### src/rtl/multicycle_control.sv
// Multi-cycle sequencing FSM for the MIPS-subset CPU: drives datapath selects,
// memory/register strobes and PC/IR enables, stalling on the memory ack handshake.
module multicycle_control (
    input  logic       clk_i,
    input  logic       rst_i,
    input  logic [5:0] Op_i,
    input  logic       mem_ack_i,
    output logic       PCWrite_o,
    output logic       PCWriteCond_o,
    output logic [1:0] PCSource_o,
    output logic       IorD_o,
    output logic       MemRead_o,
    output logic       MemWrite_o,
    output logic       IRWrite_o,
    output logic       RegDst_o,
    output logic       MemtoReg_o,
    output logic       RegWrite_o,
    output logic       ALUSrcA_o,
    output logic [1:0] ALUSrcB_o,
    output logic [1:0] ALUOp_o,
    output logic [3:0] state_o,
    output logic       instr_done_o,
    output logic       illegal_o
);

    localparam logic [3:0] S_IF    = 4'd0;
    localparam logic [3:0] S_ID    = 4'd1;
    localparam logic [3:0] S_MADDR = 4'd2;
    localparam logic [3:0] S_MRD   = 4'd3;
    localparam logic [3:0] S_MWB   = 4'd4;
    localparam logic [3:0] S_MWR   = 4'd5;
    localparam logic [3:0] S_EXR   = 4'd6;
    localparam logic [3:0] S_WBR   = 4'd7;
    localparam logic [3:0] S_BEQ   = 4'd8;
    localparam logic [3:0] S_JMP   = 4'd9;
    localparam logic [3:0] S_EXI   = 4'd10;
    localparam logic [3:0] S_WBI   = 4'd11;

    localparam logic [5:0] OP_RTYPE = 6'b000000;
    localparam logic [5:0] OP_ADDI  = 6'b001000;
    localparam logic [5:0] OP_LW    = 6'b100011;
    localparam logic [5:0] OP_SW    = 6'b101011;
    localparam logic [5:0] OP_BEQ   = 6'b000100;
    localparam logic [5:0] OP_J     = 6'b000010;

    localparam logic [1:0] SRCB_RT   = 2'b00;
    localparam logic [1:0] SRCB_FOUR = 2'b01;
    localparam logic [1:0] SRCB_IMM  = 2'b10;
    localparam logic [1:0] SRCB_BR   = 2'b11;

    localparam logic [1:0] ALU_ADD  = 2'b00;
    localparam logic [1:0] ALU_SUB  = 2'b01;
    localparam logic [1:0] ALU_FUNC = 2'b11;

    localparam logic [1:0] PCS_ALU  = 2'b00;
    localparam logic [1:0] PCS_OUT  = 2'b01;
    localparam logic [1:0] PCS_JUMP = 2'b10;

    logic [3:0] state;
    logic [3:0] state_next;

    logic       pc_write;
    logic       pc_write_cond;
    logic [1:0] pc_source;
    logic       iord;
    logic       mem_read;
    logic       mem_write;
    logic       ir_write;
    logic       reg_dst;
    logic       mem_to_reg;
    logic       reg_write;
    logic       alu_src_a;
    logic [1:0] alu_src_b;
    logic [1:0] alu_op;
    logic       instr_done;
    logic       illegal;

    always_ff @(posedge clk_i) begin
        if (rst_i) begin
            state <= S_IF;
        end else begin
            state <= state_next;
        end
    end

    always_comb begin
        state_next    = S_IF;
        pc_write      = 1'b0;
        pc_write_cond = 1'b0;
        pc_source     = PCS_ALU;
        iord          = 1'b0;
        mem_read      = 1'b0;
        mem_write     = 1'b0;
        ir_write      = 1'b0;
        reg_dst       = 1'b0;
        mem_to_reg    = 1'b0;
        reg_write     = 1'b0;
        alu_src_a     = 1'b0;
        alu_src_b     = SRCB_RT;
        alu_op        = ALU_ADD;
        instr_done    = 1'b0;
        illegal       = 1'b0;

        case (state)
            S_IF: begin
                mem_read  = 1'b1;
                alu_src_b = SRCB_FOUR;
                // IR and PC+4 commit only on the ack cycle so a stalled fetch is harmless
                ir_write  = mem_ack_i;
                pc_write  = mem_ack_i;
                state_next = mem_ack_i ? S_ID : S_IF;
            end
            S_ID: begin
                alu_src_b = SRCB_BR;
                case (Op_i)
                    OP_RTYPE:      state_next = S_EXR;
                    OP_ADDI:       state_next = S_EXI;
                    OP_LW, OP_SW:  state_next = S_MADDR;
                    OP_BEQ:        state_next = S_BEQ;
                    OP_J:          state_next = S_JMP;
                    default: begin
                        illegal    = 1'b1;
                        instr_done = 1'b1;
                        state_next = S_IF;
                    end
                endcase
            end
            S_MADDR: begin
                alu_src_a  = 1'b1;
                alu_src_b  = SRCB_IMM;
                state_next = (Op_i == OP_LW) ? S_MRD : S_MWR;
            end
            S_MRD: begin
                mem_read   = 1'b1;
                iord       = 1'b1;
                state_next = mem_ack_i ? S_MWB : S_MRD;
            end
            S_MWB: begin
                reg_write  = 1'b1;
                mem_to_reg = 1'b1;
                instr_done = 1'b1;
                state_next = S_IF;
            end
            S_MWR: begin
                mem_write  = 1'b1;
                iord       = 1'b1;
                instr_done = mem_ack_i;
                state_next = mem_ack_i ? S_IF : S_MWR;
            end
            S_EXR: begin
                alu_src_a  = 1'b1;
                alu_op     = ALU_FUNC;
                state_next = S_WBR;
            end
            S_WBR: begin
                reg_write  = 1'b1;
                reg_dst    = 1'b1;
                instr_done = 1'b1;
                state_next = S_IF;
            end
            S_BEQ: begin
                alu_src_a     = 1'b1;
                alu_op        = ALU_SUB;
                pc_write_cond = 1'b1;
                pc_source     = PCS_OUT;
                instr_done    = 1'b1;
                state_next    = S_IF;
            end
            S_JMP: begin
                pc_write   = 1'b1;
                pc_source  = PCS_JUMP;
                instr_done = 1'b1;
                state_next = S_IF;
            end
            S_EXI: begin
                alu_src_a  = 1'b1;
                alu_src_b  = SRCB_IMM;
                state_next = S_WBI;
            end
            S_WBI: begin
                reg_write  = 1'b1;
                instr_done = 1'b1;
                state_next = S_IF;
            end
            default: begin
                state_next = S_IF;
            end
        endcase
    end

    // Reset masks every output so an aborted instruction never strobes in the reset cycle
    assign PCWrite_o     = pc_write      & ~rst_i;
    assign PCWriteCond_o = pc_write_cond & ~rst_i;
    assign PCSource_o    = rst_i ? '0 : pc_source;
    assign IorD_o        = iord          & ~rst_i;
    assign MemRead_o     = mem_read      & ~rst_i;
    assign MemWrite_o    = mem_write     & ~rst_i;
    assign IRWrite_o     = ir_write      & ~rst_i;
    assign RegDst_o      = reg_dst       & ~rst_i;
    assign MemtoReg_o    = mem_to_reg    & ~rst_i;
    assign RegWrite_o    = reg_write     & ~rst_i;
    assign ALUSrcA_o     = alu_src_a     & ~rst_i;
    assign ALUSrcB_o     = rst_i ? '0 : alu_src_b;
    assign ALUOp_o       = rst_i ? '0 : alu_op;
    assign state_o       = rst_i ? '0 : state;
    assign instr_done_o  = instr_done    & ~rst_i;
    assign illegal_o     = illegal       & ~rst_i;

endmodule

### config.mk
export PLATFORM = sky130hd
export DESIGN_NAME = multicycle_control
export DESIGN_NICKNAME = d
export VERILOG_FILES = /design/src/rtl/multicycle_control.sv
export SDC_FILE = /design/constraint.sdc
export NUM_CORES = 1
export LEC_CHECK = 0
export ABC_AREA = 1
export CAP_MARGIN = 10
export CORE_MARGIN = 4
export CORE_UTILIZATION = 40
export DETAILED_ROUTE_END_ITERATION = 10
export GPL_TIMING_DRIVEN = 0
export PLACE_DENSITY = 0.83
export SLEW_MARGIN = 20
export SYNTH_ARGS = -nofsm -noshare
export SYNTH_HDL_FRONTEND = slang
export SYNTH_SLANG_ARGS = --single-unit
### constraint.sdc
create_clock -name clk_i -period 3.51 [get_ports clk_i]
set_input_delay 0.702 -clock clk_i [delete_from_list [all_inputs] [get_ports clk_i]]
set_output_delay 0.702 -clock clk_i [all_outputs]
set_load 0.005 [all_outputs]
# --- Yosys cells after proc, flatten, opt, wreduce, memory -nomap -nowiden ---
# Cells that the tools add are included.
# Widths: inputs -> output; s select.
word_totals:
  regBits: 4
  word_cells: 66
op_classes:
  n_eq_ne: 16
  n_mux: 26
  bitwise: 13
  reduce_logical: 10
op_table:
  columns: ["op", "n"]
  rows:
  - ["$pmux 4 s7", 1]
  - ["$pmux 4 s5", 1]
  - ["$eq 4x3->1 const B", 4]
  - ["$eq 4x4->1 const B", 4]
  - ["$and 1x1->1", 12]
  - ["$eq 6x6->1 const B", 2]
  - ["$mux 1", 12]
  - ["$mux 3", 3]
  - ["$eq 4x2->1 const B", 2]
  - ["$pmux 2 s2", 2]
  - ["$reduce_or 2->1", 4]
  - ["$eq 6x2->1 const B", 1]
  - ["$eq 6x3->1 const B", 1]
  - ["$eq 6x4->1 const B", 1]
  - ["$logic_not 6->1", 1]
  - ["$mux 2", 3]
  - ["$pmux 2 s3", 1]
  - ["$reduce_or 6->1", 1]
  - ["$reduce_or 5->1", 1]
  - ["$eq 4x1->1 const B", 1]
  - ["$logic_not 4->1", 1]
  - ["$mux 4", 1]
  - ["$reduce_or 4->1", 1]
  - ["$pmux 1 s3", 1]
  - ["other kinds (3)", 3]

# --- Depth between registers and ports, before layout ---
depth:
  depth_word: 5
  mapped_depth: 8
  depth_no_buf: 8

# --- Worst setup path after synthesis ---
# Ideal clock, no wire load.
synth_path:
  kind: "input to output"
  startpoint: "in rst_i"
  endpoint: "out PCSource_o[0]"
  arrival_ns: 1.437
  setup_slack_ns: 1.371
  path_stages: 4
  path_cell_list: "clkbuf_1 clkbuf_1 nor2_1 buf_4"
synth_via:
  elab_chain_cells: 1
synth_lines:
  columns: ["item", "line_no", "text"]
  rows:
  - ["start: declaration", "5", "input logic rst_i,"]
  - ["$mux 2", "194", "assign PCSource_o = rst_i ? '0 : pc_source;"]
  - ["end: declaration", "10", "output logic [1:0] PCSource_o,"]
# No other way between the ends.

# --- Worst setup path after layout ---
layout_path:
  startpoint: "in Op_i[1]"
  endpoint: "out instr_done_o"
layout_via:
  elab_chain_cells: 5
  word_cells_on_any_way: 10
  cone_classes: "5 x eq/ne; 2 x mux; 1 x bitwise; 2 x reduce/logical"
layout_lines:
  columns: ["item", "line_no", "text"]
  rows:
  - ["start: declaration", "6", "input logic [5:0] Op_i,"]
  - ["$eq 6x6->1, or another cell as far along", "115", "case (Op_i)"]
  - ["$reduce_or 6->1 (no line) *", null, null]
  - ["$mux 1 *", "115", null]
  - ["$pmux 1 s3 *", "104", "case (state)"]
  - ["$and 1x1->1 *", "206", "assign instr_done_o = instr_done & ~rst_i;"]
  - ["end: declaration", "22", "output logic instr_done_o,"]
# Mark *: on every way between the ends. The rest lies on a longest branch, timed or not.

==> impl_metrics.tcl <==
set metrics [dict create \
    fillers 133 \
    clock-sinks 4 \
    cts_tree "built" \
    antenna_found_initial 0 \
    period_share_pct 89.0 \
    grt_max_degree 11 \
    start_util_pct 42.6 \
    worstSkewPairLatency_ns 0.24 \
    ir_worst_vdd_v 0.000127 \
    core_um2 1320 \
    fin_setup_tns_ns 0 \
    relSlewSlack_pct 71.9 \
    seq_area_um2 80.1 \
    drt_wl_total_um 1740 \
    skew_ns 0.0106 \
    synth.avg_cell_area_um2 4.93 \
    place_congestion 0.802 \
    rows 13 \
    drtPass1Iterations 4 \
    post_dp_cell_area_um2 871 \
    slowest_delay_ns 0.45 \
    cpMostUsedCell "nor2_1" \
    yosys_warnings 0 \
    reg2regPathDepth 6 \
    multi_input_area_um2 407 \
    cts-root-buf "clkbuf_4" \
    boundaryPins 31 \
    status "completed" \
    reg_top3 "state (4)" \
    maxSlewViolCount 0 \
    fin_area_um2 893 \
    grt_pass1_vias 707 \
    cp.arrival_ns 2.42 \
    htreeDepth 1 \
    post_cts_resized 0 \
    postCtsSetupBuffers 0 \
    clkTransAtPathRegs_ns 0.04 \
    drive_gt1_share_pct 8.22 \
    rsz0062_at_grt "no" \
    cp-end-kind "primary output" \
    setup_viol 0 \
    initialDrtViolationCount 27 \
    r2r_end "state[2]$_SDFF_PP0_" \
    syn_area_um2 562 \
    cap_viol_max_count 0 \
    clk_path_buf_depth 2 \
    p_per_area_nw_per_um2 174 \
    wl_per_cell_um 10.8 \
    layout.nets 157 \
    holdBufCountCts 0 \
    viasPerCell 5.14 \
    crit_type "in -> out" \
    synth_fp_nets 123 \
    cp-start-kind "input port" \
    gr-total-overflow 0 \
    die_area_um2 2070 \
    power_leakage_nw 0.385 \
    cp_max_fo 4 \
    dp.final_hpwl_um 1480 \
    hold_violations 0 \
    regMostFlops "state" \
    via_count 827 \
    timing.hold.ws_ns 0.696 \
    netlist_instances 114 \
    cts_buffers 3 \
    layout.cells.most_common "nor2_1" \
    ys_ff_latch 4 \
    crit_chain "clkdlybuf4s50_1 -> nor2_1 -> nand2_1 -> a21oi_1 -> nor2_1 -> nor2_1 -> nor2_1 -> clkdlybuf4s50_1" \
    critical-path-slowest-cell "clkdlybuf4s50_1" \
    largest_reg_flops 4 \
    timing.rr.start "state[1]$_SDFF_PP0_" \
    finalCriticalPeriod_ns 3.13 \
    final_cell_mix "nor2_1, clkdlybuf4s50_1, nand2_1" \
    fmax_mhz 320 \
    die_h_um 45.5 \
    grt_first_pass_wirelength_um 2880 \
    synth.distinct_cells 15 \
    grt_usage_pct 18.6 \
    syn_to_final_growth_pct 59.0 \
    power.total_uw 155 \
    crit_start "Op_i[1]" \
    ys_seq_area_share_pct 14.3 \
    die_x_um 45.5 \
    endpoint "instr_done_o" \
    hp-class "reg -> reg" \
    worstMarginPinSlew_ns 0.422 \
    diodes 0 \
    antenna_left 0 \
    r2r_slack_ns 2.27 \
    drcViolationCount 0 \
    critPathRequiredTime_ns 2.81 \
    io_buffers 29 \
]
[synth_stat cells]
cell type | instances | area share, %
a31oi_1 | 1 | 1.1
dfxtp_1 | 4 | 14
nor2_4 | 1 | 2.0
inv_1 | 13 | 8.7
nand4_1 | 1 | 1.1
buf_4 | 1 | 1.3
clkbuf_1 | 3 | 2.0
nor3_1 | 4 | 3.6
nor2_1 | 30 | 20
nand2_4 | 1 | 2.0
inv_2 | 2 | 1.3
nand3_1 | 17 | 15
nand2_1 | 25 | 17
a21oi_1 | 7 | 6.2
nor2_2 | 4 | 4.5
[how the worst min path moves through the flow]
stage / startpoint / end / slack [ns] / cells after the start
6_report: state[0]$_SDFF_PP0_ / state[3]$_SDFF_PP0_ / 0.70 / 3
5_1_grt: state[0]$_SDFF_PP0_ / state[3]$_SDFF_PP0_ / 0.78 / 3
4_1_cts: state[0]$_SDFF_PP0_ / state[3]$_SDFF_PP0_ / 0.70 / 3
3_5_place_dp: state[0]$_SDFF_PP0_ / state[3]$_SDFF_PP0_ / 0.70 / 3
3_3_place_gp: state[0]$_SDFF_PP0_ / state[3]$_SDFF_PP0_ / 0.68 / 3
2_1_floorplan: state[0]$_SDFF_PP0_ / state[3]$_SDFF_PP0_ / 0.61 / 3
[power breakdown]
group	internal [mW]	leakage [nW]	switching [mW]
registers	0.0467	0.0325	0.00141
clock network	0.0382	0.0138	0.0191
logic	0.0241	0.339	0.0255
total	0.109	0.385	0.0460
[per-stage QoR]
step / utilization (%) / setup slack (ns) / instances
global placement: 66.1 / 0.441 / 158
global route: 67.8 / 0.248 / 161
floorplan: - / 1.37 / 114
finish: 67.8 / 0.385 / 161
CTS: 67.8 / 0.393 / 161
detailed placement: 66.1 / 0.397 / 158
[layer usage]
| metal | track usage, % | up-vias | routed length, µm |
|---|---|---|---|
| li1 | - | 425 | - |
| met4 | 8.19 | 0 | 24 |
| met3 | 2.37 | 4 | 125 |
| met1 | 23.0 | 360 | 763 |
| met2 | 31.5 | 38 | 824 |
| met5 | 0 | - | 0 |
[worst max-delay path, delay by kind of cell]
family	cells	cell delay, ns
buffers and inverters	2	0.89
and+or+nand+nor	5	0.56
AOI/OAI and AO/OA	1	0.26
[area by class of cell]
cell class	count	area share (%)
buffer	4	2.10
timing repair buffer	29	32.5
tap	15	2.10
sequential	4	8.96
clock buffer	3	2.52
multi-input combinational	91	45.5
inverter	15	6.30
[kinds of logic (layout without fill, tap and decap cells)]
group	count (synthesis)	after routing	share of synthesized area, %
compound gates	8	8	7.35
buf+inv	19	51	13.4
flops	4	4	14.3
simple gates	83	83	65.0
(Power assumes the default switching activity.)
